### src/rtl/pixel_coord_generator.sv
// pixel_coord_generator
//   Raster-scan source for the ray generation stage. Walks a
//   SCREEN_WIDTH x SCREEN_HEIGHT frame row-major from (0,0) to
//   (W-1,H-1) behind a valid/ready handshake, with frame markers.
//
// Ports:
//   clk, rst          clock; asynchronous active-high reset
//   start             one-cycle pulse, begins a frame when idle
//   continuous        restart automatically after the last pixel
//   abort             terminate the current frame (wins over start)
//   coords_ready      downstream accepts a beat this cycle
//   screen_x/y        raw integer pixel column/row, zero-extended to 32 bits
//   coords_valid      screen_x/screen_y carry a pixel
//   sof/eol/eof       first pixel / last of row / last of frame markers
//   busy              high while a frame is in progress
//   frame_count       frames fully accepted since reset (wraps)

`ifndef SCREEN_WIDTH
`define SCREEN_WIDTH 640
`endif
`ifndef SCREEN_HEIGHT
`define SCREEN_HEIGHT 480
`endif

module pixel_coord_generator #(
    parameter int SCREEN_WIDTH  = `SCREEN_WIDTH,
    parameter int SCREEN_HEIGHT = `SCREEN_HEIGHT,
    parameter int FRAME_CNT_W   = 16
) (
    input  logic                   clk,
    input  logic                   rst,
    input  logic                   start,
    input  logic                   continuous,
    input  logic                   abort,
    input  logic                   coords_ready,
    output logic [31:0]            screen_x,
    output logic [31:0]            screen_y,
    output logic                   coords_valid,
    output logic                   sof,
    output logic                   eol,
    output logic                   eof,
    output logic                   busy,
    output logic [FRAME_CNT_W-1:0] frame_count
);

    // A 1-wide dimension would give $clog2 == 0; keep counters at least 1 bit.
    localparam int XW = (SCREEN_WIDTH  > 1) ? $clog2(SCREEN_WIDTH)  : 1;
    localparam int YW = (SCREEN_HEIGHT > 1) ? $clog2(SCREEN_HEIGHT) : 1;
    localparam logic [XW-1:0] X_LAST = XW'(SCREEN_WIDTH - 1);
    localparam logic [YW-1:0] Y_LAST = YW'(SCREEN_HEIGHT - 1);

    typedef enum logic {
        IDLE = 1'b0,
        RUN  = 1'b1
    } state_t;

    state_t                 state_reg, state_next;
    logic [XW-1:0]          x_reg, x_next;
    logic [YW-1:0]          y_reg, y_next;
    logic [FRAME_CNT_W-1:0] frame_count_reg, frame_count_next;

    logic in_run;
    logic xfer;
    logic last_x;
    logic last_y;

    assign in_run = (state_reg == RUN);
    assign xfer   = in_run && coords_ready;
    assign last_x = (x_reg == X_LAST);
    assign last_y = (y_reg == Y_LAST);

    always_ff @(posedge clk or posedge rst) begin
        if (rst) begin
            state_reg       <= IDLE;
            x_reg           <= '0;
            y_reg           <= '0;
            frame_count_reg <= '0;
        end else begin
            state_reg       <= state_next;
            x_reg           <= x_next;
            y_reg           <= y_next;
            frame_count_reg <= frame_count_next;
        end
    end

    always_comb begin
        state_next       = state_reg;
        x_next           = x_reg;
        y_next           = y_reg;
        frame_count_next = frame_count_reg;

        case (state_reg)
            IDLE: begin
                // Coordinates are already parked at (0,0) whenever we are idle.
                if (start && !abort) begin
                    state_next = RUN;
                end
            end
            RUN: begin
                if (abort) begin
                    // Abort discards the frame, including a same-cycle eof beat.
                    state_next = IDLE;
                    x_next     = '0;
                    y_next     = '0;
                end else if (xfer) begin
                    if (!last_x) begin
                        x_next = x_reg + 1'b1;
                    end else if (!last_y) begin
                        x_next = '0;
                        y_next = y_reg + 1'b1;
                    end else begin
                        x_next           = '0;
                        y_next           = '0;
                        frame_count_next = frame_count_reg + 1'b1;
                        if (!continuous) begin
                            state_next = IDLE;
                        end
                    end
                end
            end
            default: begin
                state_next = IDLE;
                x_next     = '0;
                y_next     = '0;
            end
        endcase
    end

    assign coords_valid = in_run;
    assign busy         = in_run;
    assign screen_x     = {{(32 - XW){1'b0}}, x_reg};
    assign screen_y     = {{(32 - YW){1'b0}}, y_reg};

    // Markers are qualified by valid so they read zero while idle.
    assign sof = in_run && (x_reg == '0) && (y_reg == '0);
    assign eol = in_run && last_x;
    assign eof = in_run && last_x && last_y;

    assign frame_count = frame_count_reg;

endmodule

### config.mk
export PLATFORM = sky130hd
export DESIGN_NAME = pixel_coord_generator
export DESIGN_NICKNAME = d
export VERILOG_FILES = /design/src/rtl/pixel_coord_generator.sv
export SDC_FILE = /design/constraint.sdc
export NUM_CORES = 1
export LEC_CHECK = 0
export BUFFER_PORTS_ARGS = -buffer_cell sky130_fd_sc_hd__clkbuf_2
export CAP_MARGIN = 20
export CORE_MARGIN = 3
export CORE_UTILIZATION = 34
export CTS_CLUSTER_SIZE = 40
export DETAILED_ROUTE_END_ITERATION = 16
export PLACE_DENSITY = 0.7
export SLEW_MARGIN = 25
export SYNTH_ARGS = -nofsm -noshare
export SYNTH_HDL_FRONTEND = slang
export SYNTH_SLANG_ARGS = --single-unit
### constraint.sdc
create_clock -name clk -period 2.4 [get_ports clk]
set_input_delay 0.36 -clock clk [delete_from_list [all_inputs] [get_ports clk]]
set_output_delay 0.36 -clock clk [all_outputs]
set_load 0.05 [all_outputs]
# Yosys cells after proc, flatten, opt, wreduce, memory -nomap -nowiden
# Cells that the tools add are included.
# totals
reg_bits	36
out_inout_bits	85
# op_classes
addsub	3
n_eq_ne	2
muxes	14
n_bitwise	2
reduce_logical	14
# ops
op	n
9-bit 2-to-1 mux	4
10-bit 2-to-1 mux	3
16-bit by 1-bit adder with 16-bit output, second input constant	1
10-bit by 1-bit adder with 10-bit output, second input constant	1
10-bit == test, second input constant	1
10-bit logical NOT	1
9-bit by 1-bit adder with 9-bit output, second input constant	1
9-bit == test, second input constant	1
9-bit logical NOT	1
1-bit logical AND	6
1-bit 2-to-1 mux	6
5-bit AND reduction	1
2-bit nonzero test	2
3-bit AND reduction	1
1-bit NOT	2
1-bit one-hot mux with 2 select lines	1
2-bit AND reduction	1
1-bit logical NOT	1

# Depth between registers and ports, before layout
# logic_depth
word_depth	6
mapped_depth	7
ltp_nobuf	5

# Worst setup path before layout
# OpenSTA, ideal clock, no wires.
# synth_timing
path_kind	register to output
from	register state_reg, in the netlist busy
to	output port sof
arrival_time_ps	2731
t_required_ps	2040
setup_slack_ps	-691
stages_incl_launch_ff	5
path_buffers	1
path_cell_list	dfrtp_1 > buf_2 > nor4b_1 > nand3_1 > nor4_1
# synth_via
elab_chain_cells	2
# synth_rtl
element	line	source
start, declared	57	state_t state_reg, state_next;
start signal, assigned	79	state_reg <= state_next;
1-bit logical AND (2 in series)	135	assign sof = in_run && (x_reg == '0) && (y_reg == '0);
end, declared	39	output logic sof,
# No other way between the ends.

# Worst setup path after layout
# layout_timing
from	register x_reg[0]
to	output port eof
# layout_via
elab_chain_cells	3
# layout_rtl
element	line	source
start, declared	58	logic [XW-1:0] x_reg, x_next;
start signal, assigned	80	x_reg <= x_next;
10-bit == test	69	assign last_x = (x_reg == X_LAST);
1-bit logical AND (2 in series)	137	assign eof = in_run && last_x && last_y;
end, declared	41	output logic eof,
# No other way between the ends.

==> results.py <==
metrics = {
    "run_status": {
        "run_status": "finished, final reports clean",
    },
    "sta": {
        "rsz0062_at_grt": "no",
        "period_share_pct": 95.3,
        "period_needed_ns": 2.29,
        "fin_ws_ns": 0.112,
        "finClkSkew_ns": 0.00719,
        "whs_ns": 0.156,
        "final_max_slew_viol_count": 0,
        "finalHoldViolCount": 0,
        "setup_viol": 0,
        "finalSetupTns_ns": 0,
        "max_freq_mhz": 437,
    },
    "floorplan": {
        "coreArea_um2": 6910,
        "ioPinCount": 91,
        "dieArea_um2": 8310,
        "die_x_um": 91.2,
        "initial_utilization_pct": 35.7,
        "rows": 30,
        "die_y_um": 91.2,
    },
    "yosys": {
        "synthAdderAreaFrac_pct": 2.54,
        "synth_top_family_by_area": "simple AND/OR/NAND/NOR gates",
        "seq_area_frac_synth_pct": 36.5,
        "synthFlopType": "dfrtp_1",
        "yosys_warnings": 0,
        "synth_xor_area_share_pct": 7.45,
        "synthDistinctLibCells": 57,
        "synth_mux_area_share_pct": 1.06,
        "synth_compound_area_share_pct": 8.01,
        "ys_seq_elements": 36,
        "synth_area_um2": 2470,
        "yosys.area_share.simple_pct": 26.7,
        "synth_edf_count": 0,
        "ys_async_sr_fraction_pct": 100,
        "syn_inst": 260,
        "postSynthAreaPerCell_um2": 9.49,
    },
    "job": {
        "maxCapViolCount": 0,
    },
    "clock_network": {
        "clk_pin_slew_ns": 0.08,
        "cts_tree": "built",
        "cts_sinks": 36,
        "htree_levels": 2,
        "clockRootBuffer": "clkbuf_8",
        "worstSkewPairLatency_ns": 0.29,
        "clockBufferDepth": 2,
        "cts_inserted_buffers": 5,
    },
    "critical_path": {
        "path_delay_family": "simple AND/OR/NAND/NOR gates",
        "crit_type": "reg -> out",
        "cp_slowest_cell": "dfrtp_2",
        "worst-path-max-fanout": 5,
        "start_kind": "flop",
        "cp.buffers_inverters": 1,
        "cpPeakStageDelay_ns": 0.43,
        "critPathArrivalTime_ns": 1.93,
        "end_kind": "output pin",
        "cp_common_cell": "and3_4",
        "path_cells": "ha_1, and2_4, and3_4, and2_2, and3_4, clkbuf_4",
        "required_ns": 2.04,
    },
    "drt": {
        "drc": 0,
        "wl_um": 5600,
        "post_drt_wl_per_cell_um": 13.7,
        "first_pass_iters": 4,
        "vias": 1942,
        "ant_nets": 0,
        "drtIter0Drc": 98,
        "drt-vias-per-instance": 4.74,
    },
    "final_layout": {
        "area_growth_pct": 15.9,
        "drive_gt1_share_pct": 28.3,
        "fin_nets": 324,
        "fin_util_pct": 41.4,
        "num_antenna_cells": 0,
        "final_cells": 410,
        "fin_area_um2": 2860,
        "largest_reg_flops": 16,
    },
    "placed_design": {
        "postPlaceCellArea_um2": 2660,
        "gp_congestion": 0.885,
        "io_buffers": 45,
        "place_ws_ns": 0.236,
        "dp_hpwl_um": 4170,
        "dp.cells": 397,
    },
    "grt": {
        "antenna_found_initial": 0,
        "grt_max_degree": 37,
        "grt-ovfl-total": 0,
        "grt_pass1_wl_um": 9270,
        "grtUsageTotal_pct": 13.6,
        "grt_pass1_vias": 1801,
    },
    "power": {
        "p_int_mw": 1.21,
        "leakagePower_nw": 1.41,
        "switching_share_pct": 32.2,
        "switchingPower_uw": 577,
        "ir_drop_v": 0.000240,
        "combPwrFrac_pct": 21.2,
        "power-per-cell-area_nw_per_um2": 626,
        "power_mw": 1.79,
        "pwr-share-clk_pct": 42.1,
        "power.share.sequential_pct": 36.7,
    },
    "min_path": {
        "min_path_type": "in -> async",
    },
}
## power by group through the flow
stage,clock network (mW),registers (mW),logic (mW)
global route,0.787,0.662,0.400
finish,0.752,0.657,0.380
CTS,0.767,0.658,0.371
global placement,0,0.668,0.368
floorplan,0,0.732,0.304
detailed placement,0,0.670,0.371
## cell type report
cell class / count / area, µm²
fill: 737 / 4050
multi-input combinational: 204 / 1330
sequential: 36 / 907
timing repair buffer: 56 / 310
tap: 96 / 120
clock inverter: 3 / 90.1
clock buffer: 5 / 68.8
inverter: 10 / 37.5
## layer usage
layer	routed length (µm)	vias to the layer above	global-route usage, %	share of wire [%]
li1	-	944	-	-
met1	2500	928	18.7	45
met2	2720	66	20.4	48
met3	359	4	4.06	6.4
met4	24	0	4.40	0.43
met5	0	-	0	0
## placed cells by master (no fill, tap or decap), types with 3 or more instances in the layout
cell type,n
nor2_1,13
dfrtp_2,5
nor3_1,6
ha_1,5
nor4_1,7
a21oi_1,4
clkbuf_8,5
dfrtp_1,31
xnor2_1,16
bufinv_16,3
nand2_1,15
conb_1,45
and4_1,4
buf_4,11
nand4_1,9
nand3_1,13
nand2b_1,3
o21ai_0,4
xor2_1,5
clkbuf_2,44
and3_1,8
inv_1,10
## worst min-delay path, delay by kind of cell
kind	cells	cell delay, ns
buf+inv	3	0.52
## logic make-up (layout without fill, tap and decap cells)
kind of cell / Yosys count / count (layout)
and+or+nand+nor: 104 / 104
buffers and inverters: 64 / 74
DFF: 36 / 36
AOI/OAI and AO/OA: 27 / 27
xor gates and xnor gates: 21 / 21
adders and majority gates: 5 / 5
muxes: 2 / 2
other: 1 / 45
## cell usage after synthesis (5+ instances only)
cell type | instances | area share, %
buf_4 | 46 | 14
dfrtp_1 | 36 | 37
xnor2_1 | 16 | 5.7
nand2_1 | 15 | 2.3
nor2_1 | 14 | 2.1
nand3_1 | 13 | 2.6
inv_1 | 10 | 1.5
and3_1 | 9 | 2.3
nand4_1 | 9 | 2.3
nor4_1 | 8 | 2.0
nor3_1 | 6 | 1.2
ha_1 | 5 | 2.5
xor2_1 | 5 | 1.8
## path summary, 6_finish.rpt
kind / from / slack (ns) / cells past startpoint / endpoint
setup / recovery: x_reg[0] / 0.11 / 6 / eof
hold / removal: rst / 0.16 / 3 / y_reg[4]
setup reg to reg: x_reg[0] / 0.47 / 6 / y_reg[8]
hold reg to reg: frame_count[15] / 0.47 / 1 / frame_count[15]
max in group asynchronous: rst / 1.89 / 3 / x_reg[0]
min in group clk: start / 0.39 / 3 / busy
## what timing repair did
action                                  CTS  global route
setup buffers                             0             5
hold buffers                              0             0
endpoints found under the setup margin    1             1
gates resized for setup                   2             2
pin swaps                                 0             1
No activity file was read; power rests on OpenSTA's default activity.
